File: config.mk
export PLATFORM = sky130hd
export DESIGN_NAME = fold_check_tx
export DESIGN_NICKNAME = d
export VERILOG_FILES = /design/src/rtl/fold_pkg.sv /design/src/rtl/fold_lfsr.sv /design/src/rtl/fold_check_tx.sv
export SDC_FILE = /design/constraint.sdc
export NUM_CORES = 1
export LEC_CHECK = 0
export BUFFER_PORTS_ARGS = -buffer_cell sky130_fd_sc_hd__buf_2
export CORE_ASPECT_RATIO = 1.4
export CORE_MARGIN = 8
export CORE_UTILIZATION = 40
export DETAILED_ROUTE_END_ITERATION = 8
export PLACE_DENSITY = 0.64
export SLEW_MARGIN = 10
export SYNTH_ARGS = -nofsm -noshare
export SYNTH_HDL_FRONTEND = slang
export SYNTH_SLANG_ARGS = --single-unit
File: constraint.sdc
create_clock -name clk -period 4.02 [get_ports clk]
set_clock_uncertainty 0.1 [all_clocks]
set_input_delay 0.201 -clock clk [delete_from_list [all_inputs] [get_ports clk]]
set_output_delay 0.201 -clock clk [all_outputs]
set_load 0.005 [all_outputs]
File: src/rtl/fold_pkg.sv
`default_nettype none
// +--------------------------------------------------------------------+
// | fold_pkg : shared types and fold recurrence for the check register |
// | Revision : 1.0                                                     |
// +--------------------------------------------------------------------+
package fold_pkg;

   localparam int CHECK_W = 15;

   typedef enum logic [1:0] {
      IDLE  = 2'd0,
      DATA  = 2'd1,
      CHECK = 2'd2
   } state_t;

   typedef enum logic [1:0] {
      FOLD_HOLD  = 2'd0,
      FOLD_CLEAR = 2'd1,
      FOLD_IN    = 2'd2,
      FOLD_DRAIN = 2'd3
   } fold_mode_t;

   // Identical recurrence to the receive-side register; keep them in lockstep.
   function automatic logic [CHECK_W-1:0] fold_step(input logic [CHECK_W-1:0] reg15,
                                                    input logic               din);
      return {din ^ reg15[0], reg15[CHECK_W-1:1]};
   endfunction

endpackage
`default_nettype wire

File: src/rtl/fold_lfsr.sv
`default_nettype none
// +--------------------------------------------------------------------+
// | fold_lfsr : 15-bit fold register, modes clear / fold-in / drain    |
// | Revision  : 1.0                                                    |
// +--------------------------------------------------------------------+
module fold_lfsr
   import fold_pkg::*;
(
   input  logic               clk,
   input  logic               rst,
   input  fold_mode_t         mode,
   input  logic               bit_in,
   output logic [CHECK_W-1:0] fold_out
);

   logic [CHECK_W-1:0] fold_q;
   logic [CHECK_W-1:0] fold_d;

   always_comb begin
      fold_d = fold_q;
      case (mode)
         FOLD_CLEAR: fold_d = '0;
         FOLD_IN:    fold_d = fold_step(fold_q, bit_in);
         FOLD_DRAIN: fold_d = {1'b0, fold_q[CHECK_W-1:1]};
         default:    fold_d = fold_q;
      endcase
   end

   always_ff @(posedge clk) begin
      if (rst) begin
         fold_q <= '0;
      end else begin
         fold_q <= fold_d;
      end
   end

   assign fold_out = fold_q;

endmodule
`default_nettype wire

File: src/rtl/fold_check_tx.sv
`default_nettype none
// +--------------------------------------------------------------------+
// | fold_check_tx : serialise an N-bit word MSB-first, then append its |
// |                 15-bit fold check word LSB-first                   |
// | Revision      : 1.0                                                |
// +--------------------------------------------------------------------+
module fold_check_tx
   import fold_pkg::*;
#(
   parameter int N  = 64,
   parameter int CW = 11
) (
   input  logic               clk,
   input  logic               rst,
   input  logic               start,
   input  logic [N-1:0]       data_in,
   output logic               ready,
   input  logic               shift,
   output logic               ser_out,
   output logic               ser_valid,
   output logic               frame_last,
   output logic [CW-1:0]      count,
   output logic [CHECK_W-1:0] check_out
);

   localparam logic [CW-1:0] DATA_LAST = CW'(N - 1);
   localparam logic [CW-1:0] FRAME_END = CW'(N + CHECK_W - 1);

   state_t        state_q, state_d;
   logic [N-1:0]  sreg_q, sreg_d;
   logic [CW-1:0] count_q, count_d;
   fold_mode_t    fold_mode;
   logic [CHECK_W-1:0] fold_val;

   fold_lfsr u_fold (
      .clk      (clk),
      .rst      (rst),
      .mode     (fold_mode),
      .bit_in   (sreg_q[N-1]),
      .fold_out (fold_val)
   );

   always_comb begin
      state_d    = state_q;
      sreg_d     = sreg_q;
      count_d    = count_q;
      fold_mode  = FOLD_HOLD;
      ready      = 1'b0;
      ser_valid  = 1'b0;
      ser_out    = 1'b0;
      frame_last = 1'b0;
      case (state_q)
         IDLE: begin
            ready = 1'b1;
            if (start) begin
               sreg_d    = data_in;
               count_d   = '0;
               fold_mode = FOLD_CLEAR;
               state_d   = DATA;
            end
         end
         DATA: begin
            ser_valid = 1'b1;
            ser_out   = sreg_q[N-1];
            if (shift) begin
               fold_mode = FOLD_IN;
               sreg_d    = {sreg_q[N-2:0], 1'b0};
               count_d   = count_q + CW'(1);
               if (count_q == DATA_LAST) begin
                  state_d = CHECK;
               end
            end
         end
         CHECK: begin
            ser_valid  = 1'b1;
            ser_out    = fold_val[0];
            frame_last = (count_q == FRAME_END);
            if (shift) begin
               fold_mode = FOLD_DRAIN;
               // Counter returns to zero so it never reports N+15 consumed bits.
               if (frame_last) begin
                  count_d = '0;
                  state_d = IDLE;
               end else begin
                  count_d = count_q + CW'(1);
               end
            end
         end
         default: state_d = IDLE;
      endcase
   end

   always_ff @(posedge clk) begin
      if (rst) begin
         state_q <= IDLE;
         sreg_q  <= '0;
         count_q <= '0;
      end else begin
         state_q <= state_d;
         sreg_q  <= sreg_d;
         count_q <= count_d;
      end
   end

   assign count     = count_q;
   assign check_out = fold_val;

endmodule
`default_nettype wire

==> impl_metrics.py, run 1 <==
metrics = {
    "status": {
        "status": "finished, final reports clean",
    },
    "route": {
        "num_vias": 3492,
        "drc_errors": 0,
        "avgRoutedWirePerCell_um": 14.83,
        "wirelength_um": 9894,
        "drtIter0Drc": 152,
        "firstDrtPassIters": 5,
        "antenna_left": 0,
        "vias_per_cell": 5.235,
    },
    "synth": {
        "ys_seq_elements": 92,
        "netlist_area_um2": 4215,
        "synth_top_area_share_pct": 43.69,
        "synth_warnings": 0,
        "synth_ff_type": "dfxtp_1",
        "syn-num-nets": 527,
        "syn_inst": 450,
        "ys_types": 38,
        "yosysTopAreaCell": "dfxtp_1",
        "synthArstFlopShare_pct": 0,
        "synth_edf_count": 0,
        "ys_seq_area_share_pct": 43.69,
        "syn_area_per_cell_um2": 9.367,
        "synthTopCellsByArea": "dfxtp_1 44%, mux2i_1 16%, a211oi_1 12%",
    },
    "grt": {
        "antenna_found_initial": 0,
        "grt_pass1_vias": 3502,
        "grt_overflow": 0,
        "grt_pass1_wl_um": 16380,
        "grt_max_degree": 98,
        "grt_usage_pct": 14.54,
    },
    "timing": {
        "final_max_slew_viol_count": 0,
        "tightest_slew_ns": 0.9286,
        "rsz0062_at_grt": "false",
        "fmax_ghz": 0.3762,
        "relSlewSlack_pct": 37.86,
        "fin_crit_sh_pct": 66.13,
        "layout_setup_ws_ns": 1.362,
        "setup_tns_ns": 0,
        "hold_viol_final": 0,
        "setup_viol": 0,
        "fin_crit_ns": 2.658,
        "holdWs_ns": 0.05756,
    },
    "pwr": {
        "powerDensity_nw_per_um2": 678.9,
        "leakage_uw": 0.001998,
        "vdd.ir_drop.worst_mv": 0.4009,
    },
    "final_layout": {
        "stdcell_area_um2": 5066,
        "layout_commonest_cell": "buf_2",
        "fillers": 1043,
        "regArea_um2": 1842,
        "drive_gt1_share_pct": 23.44,
        "instances_no_fill": 667,
        "diodes": 0,
        "layout.nets": 601,
        "multiInputGateArea_um2": 2205,
        "layout_common_cells": "97 x buf_2, 92 x dfxtp_1, 81 x nor2_1, 67 x a211oi_1, 66 x mux2i_1",
        "syn_to_final_growth_pct": 20.18,
    },
    "critical_path": {
        "cp-start-kind": "flip-flop",
        "cp_max_fo": 12,
        "worstPathArrival_ns": 2.80,
        "worst_r2r_endpoint": "count[10]",
        "r2r-start": "state_q[0]",
        "ff2ff_setup_slack_ns": 1.36,
        "crit_path_end_kind": "flip-flop",
        "cp.required_ns": 4.16,
        "crit_start": "state_q[0]",
        "ff2ff_path_depth": 6,
        "critPathCapture": "count[10]",
        "crit_type": "reg2reg",
    },
    "clock_network": {
        "cts.htree.levels": 3,
        "hold_buffers": 0,
        "numCtsBuffers": 9,
        "clock_latency_ns": 0.33,
        "post_cts_buffers": 0,
        "clockBufferDepth": 2,
        "cts_root_buf": "clkbuf_16",
        "cts_tree": "yes",
        "post_cts_resized": 0,
        "clock_sinks": 92,
        "clkSlewWorstSetupHoldPaths_ns": 0.06,
    },
    "floorplanning": {
        "row_count": 44,
        "coreArea_um2": 10350,
        "die_area_um2": 14130,
        "ios": 98,
        "dieWidth_um": 102.8,
        "initial_core_util_pct": 40.73,
        "die_h_um": 137.5,
    },
    "placement": {
        "dp.cells": 651,
        "portBuffers": 97,
        "dpl-instance-area_um2": 4762,
        "gp_congestion": 0.7897,
        "dp_hpwl_um": 6870,
        "pre_cts_ws_ns": 1.347,
    },
    "hold_path": {
        "min_path_type": "in2reg",
        "min-delay-start": "data_in[0]",
    },
    "job": {
        "max-cap-violations": 0,
    },
}
==> how the worst min path moves through the flow <==
stage / end / depth (start not counted)
2_1_floorplan: sreg_q[0] / 2
3_3_place_gp: u_fold.fold_out[14] / 2
3_5_place_dp: u_fold.fold_out[14] / 2
4_1_cts: sreg_q[0] / 3
5_1_grt: sreg_q[0] / 3
6_report: sreg_q[0] / 3
==> metrics by stage <==
step	util (%)	total power, µW
6_report	48.95	3439
5_1_grt	48.95	3703
4_1_cts	48.95	3483
3_5_place_dp	46.01	2617
3_3_place_gp	46.01	2573
2_1_floorplan	-	2367
==> cell families after synthesis <==
group / synth area share, %
simple gates: 14.46
compound gates: 18.40
flops: 43.69
mux: 15.67
buf+inv: 4.482
fa+ha+maj: 2.671
xor+xnor: 0.6234
==> cell type report <==
class                           count  share of cell area (%)
Tap cell                          138                   3.408
Multi-Input combinational cell    315                   43.52
Clock inverter                      4                  0.9385
Timing Repair Buffer              100                   10.27
Sequential cell                    92                   36.35
Inverter                            6                  0.4446
Clock buffer                       12                   5.063
==> worst max-delay path: stages (launching register included) <==
cell and delay [ns]:
dfxtp_1 0.47, inv_1 0.13, ha_1 0.27, nor2b_1 0.24, or3_1 0.58, or4_1 0.52
a211oi_1 0.25
==> state kept, by name, indices dropped and copies added (netlist names) <==
name	cells
state_q	2
u_fold.fold_out	15
sreg_q	64
count	11
==> layer usage <==
metal / global-route usage [%] / vias to the layer above / wire length, µm
li1: - / 1808 / -
met1: 17.38 / 1592 / 4474
met2: 23.86 / 86 / 4635
met3: 4.704 / 6 / 689
met4: 5.004 / 0 / 94
met5: 0 / - / 0
==> cell usage after synthesis (2+ instances only) <==
cell type,count
nand2b_1,5
o2111ai_1,2
clkbuf_1,25
o21ai_0,4
nor2_1,82
or4_4,2
xor2_1,2
a21oi_1,4
inv_1,6
nor3_1,5
or2_2,3
nand2_1,11
a211oi_1,67
nand4_1,7
nand3_1,3
ha_1,9
buf_2,4
nor4_1,4
or3_1,3
buf_1,5
mux2i_1,66
buf_6,3
nor2b_1,3
dfxtp_1,92
a22oi_1,16
o31ai_1,2
a31oi_1,3
or4_1,2
==> power breakdown <==
| group | internal (µW) | switching (µW) | leakage, µW |
|---|---|---|---|
| Clock | 514 | 335 | 0.000149 |
| Combinational | 522 | 757 | 0.00109 |
| Sequential | 1170 | 139 | 0.000757 |
| Total | 2210 | 1230 | 0.00200 |
Power figures use the tool's default switching activity.
==> run 2, diff against run 1 <==
--- a/config.mk
+++ b/config.mk
@@ -10,7 +10,7 @@
 export CORE_MARGIN = 8
 export CORE_UTILIZATION = 40
 export DETAILED_ROUTE_END_ITERATION = 8
-export PLACE_DENSITY = 0.64
+export PLACE_DENSITY = 0.67
 export SLEW_MARGIN = 10
 export SYNTH_ARGS = -nofsm -noshare
 export SYNTH_HDL_FRONTEND = slang
==> constraint.sdc (replaced) <==
create_clock -name clk -period 2.3 [get_ports clk]
set_clock_uncertainty 0.1 [all_clocks]
set_input_delay 0.115 -clock clk [delete_from_list [all_inputs] [get_ports clk]]
set_output_delay 0.115 -clock clk [all_outputs]
set_load 0.005 [all_outputs]
==> run 2 against run 1 <==
Sequential cell count stayed put. Count of clock-buffer cells in the layout is 1 higher. First-iteration DRC count is 11% lower. Worst hold slack worse by 0.055 ns. Sequential power is 75% higher. Non-clock buffer count is 11 higher. Critical path depth stayed put. Fmax is 21% higher. Routed wire length is 1.7% higher. Clock power is 60% higher. Critical path type unchanged. Largest cell class unchanged. Largest power group is now combinational logic.
==> impl_metrics.py, run 2 (same netlist as run 1, synthesis figures left out) <==
metrics = {
    "critical_path": {
        "crit_type": "reg2reg",
        "ff2ff_path_depth": 6,
        "path_cells": "inv_1 -> ha_1 -> nor2b_1 -> or3_4 -> or4_1 -> a211oi_1",
        "r2r-start": "state_q[1]",
        "slowest_stage": "or4_1",
        "max_stage_delay_ns": 0.47,
        "worst_r2r_endpoint": "count[10]",
        "critPathCapture": "count[10]",
        "crit_start": "state_q[1]",
        "cp_max_fo": 6,
        "crit_path_end_kind": "flip-flop",
        "ff2ff_setup_slack_ns": 0.1,
        "cp-start-kind": "flip-flop",
        "cp.required_ns": 2.44,
        "worstPathArrival_ns": 2.35,
    },
    "grt": {
        "grt_pass1_wl_um": 16260,
        "grt_overflow": 0,
        "antenna_found_initial": 0,
        "grt_pass1_vias": 3473,
        "grt_max_degree": 101,
        "grt_usage_pct": 14.53,
    },
    "timing": {
        "setup_viol": 0,
        "fmax_ghz": 0.4538,
        "rsz0062_at_grt": "false",
        "tightest_slew_ns": 0.6864,
        "hold_viol_final": 0,
        "holdWs_ns": 0.002709,
        "relSlewSlack_pct": 54.24,
        "final_max_slew_viol_count": 0,
        "fin_crit_ns": 2.204,
        "fin_crit_sh_pct": 95.81,
        "setup_tns_ns": 0,
    },
    "placement": {
        "gp_congestion": 0.9002,
        "dpl-instance-area_um2": 4862,
        "portBuffers": 97,
        "dp.cells": 661,
        "dp_hpwl_um": 7105,
    },
    "route": {
        "antenna_left": 0,
        "drtIter0Drc": 136,
        "highest-signal-layer": "met4",
        "firstDrtPassIters": 4,
        "vias_per_cell": 5.366,
        "num_vias": 3633,
        "wl_met3_um": 720,
        "wirelength_um": 10060,
        "met1_length_um": 4418,
        "avgRoutedWirePerCell_um": 14.86,
        "wl_met2_um": 4713,
        "drc_errors": 0,
    },
    "floorplanning": {
        "die_area_um2": 14130,
        "die_h_um": 137.5,
        "row_count": 44,
        "ios": 98,
        "initial_core_util_pct": 40.73,
        "coreArea_um2": 10350,
        "dieWidth_um": 102.8,
    },
    "status": {
        "status": "finished, final reports clean",
    },
    "clock_network": {
        "clock_sinks": 92,
        "clkSlewWorstSetupHoldPaths_ns": 0.06,
        "clock_latency_ns": 0.34,
        "clockBufferDepth": 2,
        "cts.htree.levels": 3,
        "numCtsBuffers": 9,
        "post_cts_buffers": 0,
        "cts_tree": "yes",
        "cts_root_buf": "clkbuf_16",
    },
    "final_layout": {
        "diodes": 0,
        "instances_no_fill": 677,
        "layout_commonest_cell": "buf_2",
        "multiInputGateArea_um2": 2218,
        "regArea_um2": 1843,
        "stdcell_area_um2": 5157,
        "regMostFlops": "sreg_q",
        "layout.nets": 612,
        "largest_reg_flops": 64,
        "syn_to_final_growth_pct": 22.35,
        "layout_common_cells": "97 x buf_2, 91 x dfxtp_1, 80 x nor2_1, 67 x a211oi_1, 66 x mux2i_1",
        "fillers": 1002,
        "drive_gt1_share_pct": 25.42,
    },
    "pwr": {
        "vdd.ir_drop.worst_mv": 0.5367,
        "leakage_uw": 0.002051,
        "power_uw": 5998,
        "powerDensity_nw_per_um2": 1163,
    },
    "job": {
        "max-cap-violations": 0,
    },
    "hold_path": {
        "hold_depth": 3,
        "min_path_type": "in2reg",
    },
}
run 2: cell types whose count changed in the layout (fill, tap and decap cells not counted), sizes merged:
cell / delta
clkbuf: +1
bufinv: -1
clkinvlp: -1
buf: +10
dlygate4sd3: +1
run 2: layer usage:
metal / up-vias / track usage, %
li1: 1822 / -
met1: 1686 / 17.90
met2: 110 / 22.48
met3: 15 / 4.350
met4: 0 / 7.103
met5: - / 0
run 2: worst max-delay path: cells and delay by family, from the launching register on:
family,cells,cell delay (ns)
simple gates,3,1.07
flops,1,0.37
compound gates,1,0.25
fa+ha+maj,1,0.21
buf+inv,1,0.12
run 2: worst min-delay path by stage:
stage / start / endpoint
after CTS: data_in[56] / sreg_q[56]
after detailed placement: data_in[0] / sreg_q[0]
after global placement: data_in[0] / sreg_q[0]
after global routing: data_in[33] / sreg_q[33]
after floorplan: data_in[0] / sreg_q[0]
final: data_in[56] / sreg_q[56]
run 2: metrics by stage:
stage	utilization [%]	worst slack, ns
floorplan	-	0.04547
CTS	49.76	0.009842
global route	49.83	0.006575
global placement	46.98	0.1243
finish	49.83	0.09648
detailed placement	46.98	-0.007329
run 2: where the power goes:
part | total [µW] | switching [µW] | internal (µW)
combinational | 2350 | 1350 | 996
clock | 1360 | 575 | 782
sequential | 2290 | 238 | 2050
total | 6000 | 2170 | 3830
run 2: cell type report:
class                           count  share of cell area [%]
Inverter                            6                  0.4367
Clock inverter                      2                  0.1941
Clock buffer                       13                   5.046
Multi-Input combinational cell    315                   43.01
Tap cell                          138                   3.348
Timing Repair Buffer              111                   12.23
Sequential cell                    92                   35.74
run 2: timing repair:
item | CTS | global route
endpoints found under the setup margin | 2 | 8
hold endpoints to repair | 1 | 0
hold buffers | 1 | 0
resized for setup | 2 | 3
==> run 3, diff against run 2 <==
--- a/config.mk
+++ b/config.mk
@@ -9,8 +9,9 @@
 export CORE_ASPECT_RATIO = 1.4
 export CORE_MARGIN = 8
 export CORE_UTILIZATION = 40
+export CTS_BUF_LIST = sky130_fd_sc_hd__clkbuf_8
 export DETAILED_ROUTE_END_ITERATION = 8
-export PLACE_DENSITY = 0.67
+export PLACE_DENSITY = 0.64
 export SLEW_MARGIN = 10
 export SYNTH_ARGS = -nofsm -noshare
 export SYNTH_HDL_FRONTEND = slang
==> constraint.sdc (replaced) <==
create_clock -name clk -period 2.45 [get_ports clk]
set_clock_uncertainty 0.1 [all_clocks]
set_input_delay 0.1225 -clock clk [delete_from_list [all_inputs] [get_ports clk]]
set_output_delay 0.1225 -clock clk [all_outputs]
set_load 0.005 [all_outputs]
==> run 3 against run 2 <==
Count of clock-buffer cells in the layout fell by 3. Routed wire length grew 5.0%. Power fell by 2.8%. Via count is 4.3% higher. Cell count is 7.4% higher. Cell area increased by 9.4%. Critical path type unchanged. Critical endpoint unchanged. Utilization up 4.7 points. Global-route usage is 0.80 points higher. Sequential share of layout area fell by 3.1 points. Register-to-register slack better by 0.03 ns. Critical path depth is the same. Highest routed layer unchanged.
==> impl_metrics.py, run 3 (same netlist as run 1, synthesis figures left out) <==
metrics = {
    "timing": {
        "fmax_ghz": 0.4311,
        "relSlewSlack_pct": 41.36,
        "fin_crit_ns": 2.320,
        "fin_crit_sh_pct": 94.68,
        "final_max_slew_viol_count": 0,
        "layout_setup_ws_ns": 0.1303,
        "setup_viol": 0,
        "tightest_slew_ns": 0.8796,
        "hold_viol_final": 0,
    },
    "route": {
        "vias_per_cell": 5.210,
        "met1_length_um": 4597,
        "wl_met2_um": 5248,
        "highest-signal-layer": "met4",
        "firstDrtPassIters": 4,
        "antenna_left": 0,
        "num_vias": 3788,
        "avgRoutedWirePerCell_um": 14.53,
        "drtIter0Drc": 105,
        "wl_met3_um": 585,
        "wirelength_um": 10570,
        "drc_errors": 0,
    },
    "critical_path": {
        "cp_max_fo": 7,
        "crit_type": "reg2reg",
        "cp.required_ns": 2.62,
        "worstPathArrival_ns": 2.49,
        "cp-start-kind": "flip-flop",
        "max_stage_delay_ns": 0.49,
        "path_cells": "inv_1 -> ha_4 -> o21ba_2 -> or3_1 -> or4_1 -> a211oi_1",
        "crit_path_end_kind": "flip-flop",
        "slowest_stage": "or4_1",
    },
    "final_layout": {
        "layout_common_cells": "97 x buf_2, 92 x dfxtp_1, 80 x nor2_1, 67 x a211oi_1, 66 x mux2i_1",
        "syn_to_final_growth_pct": 33.81,
        "layout_commonest_cell": "buf_2",
        "diodes": 0,
        "drive_gt1_share_pct": 23.60,
        "instances_no_fill": 727,
        "layout.nets": 662,
        "largest_reg_flops": 64,
        "regMostFlops": "sreg_q",
    },
    "pwr": {
        "intPower_uw": 3759,
        "pwr-share-seq_pct": 36.9,
        "clockPowerShare_pct": 20.8,
        "comb_power_share_pct": 42.2,
        "leakage_uw": 0.002258,
        "switchingPower_uw": 2073,
        "power_uw": 5832,
        "powerDensity_nw_per_um2": 1034,
        "p_sw_share_pct": 35.55,
        "vdd.ir_drop.worst_mv": 0.4524,
    },
    "clock_network": {
        "numCtsBuffers": 9,
        "clock_sinks": 92,
        "cts_tree": "yes",
        "cts_root_buf": "clkbuf_8",
        "clockBufferDepth": 2,
        "clkSlewWorstSetupHoldPaths_ns": 0.09,
        "clock_latency_ns": 0.36,
        "cts.htree.levels": 3,
    },
    "grt": {
        "grt_pass1_wl_um": 17530,
        "grt_max_degree": 54,
        "antenna_found_initial": 0,
        "grt_overflow": 0,
        "grt_usage_pct": 15.33,
        "grt_pass1_vias": 3825,
    },
    "floorplanning": {
        "coreArea_um2": 10350,
        "row_count": 44,
        "die_h_um": 137.5,
        "dieWidth_um": 102.8,
        "initial_core_util_pct": 40.73,
        "ios": 98,
        "die_area_um2": 14130,
    },
    "placement": {
        "portBuffers": 97,
        "dp.cells": 664,
        "gp_congestion": 0.8536,
        "pre_cts_ws_ns": 0.1505,
        "dp_hpwl_um": 7187,
    },
    "status": {
        "status": "finished, final reports clean",
    },
    "hold_path": {
        "min_path_type": "in2reg",
    },
    "job": {
        "max-cap-violations": 0,
    },
}
## run 3: metrics by stage
stage / utilization (%) / hold WS, ns / area, µm² / setup TNS, ns
finish: 54.50 / 0.01510 / 5640 / 0
global placement: 47.44 / 0.3225 / 4910 / 0
CTS: 54.28 / 0.0005379 / 5618 / 0
global route: 54.50 / 0.002050 / 5640 / -0.02369
floorplan: - / 0.1888 / 4215 / 0
detailed placement: 47.44 / 0.3218 / 4910 / 0
## run 3: worst paths after layout
path	slack (ns)	cells after the start	from	endpoint
setup / recovery	0.13	6	state_q[1]	count[10]
hold / removal	0.02	3	data_in[63]	sreg_q[63]
setup reg to reg	0.13	6	state_q[1]	count[10]
hold reg to reg	0.39	2	u_fold.fold_out[14]	u_fold.fold_out[14]
## run 3: per-layer routing
| layer | vias up | GRT usage, % |
|---|---|---|
| met5 | - | 0 |
| met2 | 81 | 26.07 |
| met4 | 0 | 5.569 |
| met3 | 10 | 4.299 |
| met1 | 1773 | 17.83 |
| li1 | 1924 | - |
## run 3: critical path, delay by kind of cell, from the launching register on
kind / cells / cell delay, ns
flip-flops: 1 / 0.43
AO/OA/AOI/OAI: 2 / 0.47
AND/OR/NAND/NOR: 2 / 0.89
buffers and inverters: 1 / 0.15
adder cells (fa/ha/maj): 1 / 0.20
## run 3: cell type report
cell class / instances / area, µm²
Clock buffer: 10 / 137.6
Clock inverter: 5 / 100.1
Fill cell: 958 / 4710
Inverter: 6 / 22.52
Multi-Input combinational cell: 315 / 2207
Sequential cell: 92 / 1842
Tap cell: 138 / 172.7
Timing Repair Buffer: 161 / 1159
## run 3: power by group through the flow
stage | Sequential (µW) | Clock (µW) | Combinational, µW
CTS | 2150 | 1250 | 2410
global route | 2200 | 1310 | 2750
finish | 2150 | 1210 | 2460
floorplan | 2120 | 0 | 1760
global placement | 2160 | 0 | 2280
detailed placement | 2180 | 0 | 2350
## run 3: repair_timing
action	in CTS	in global routing
hold buffers	47	0
resized for setup	0	1
setup endpoints to repair	0	19
buffers inserted	0	1
endpoints found under the hold margin	47	0
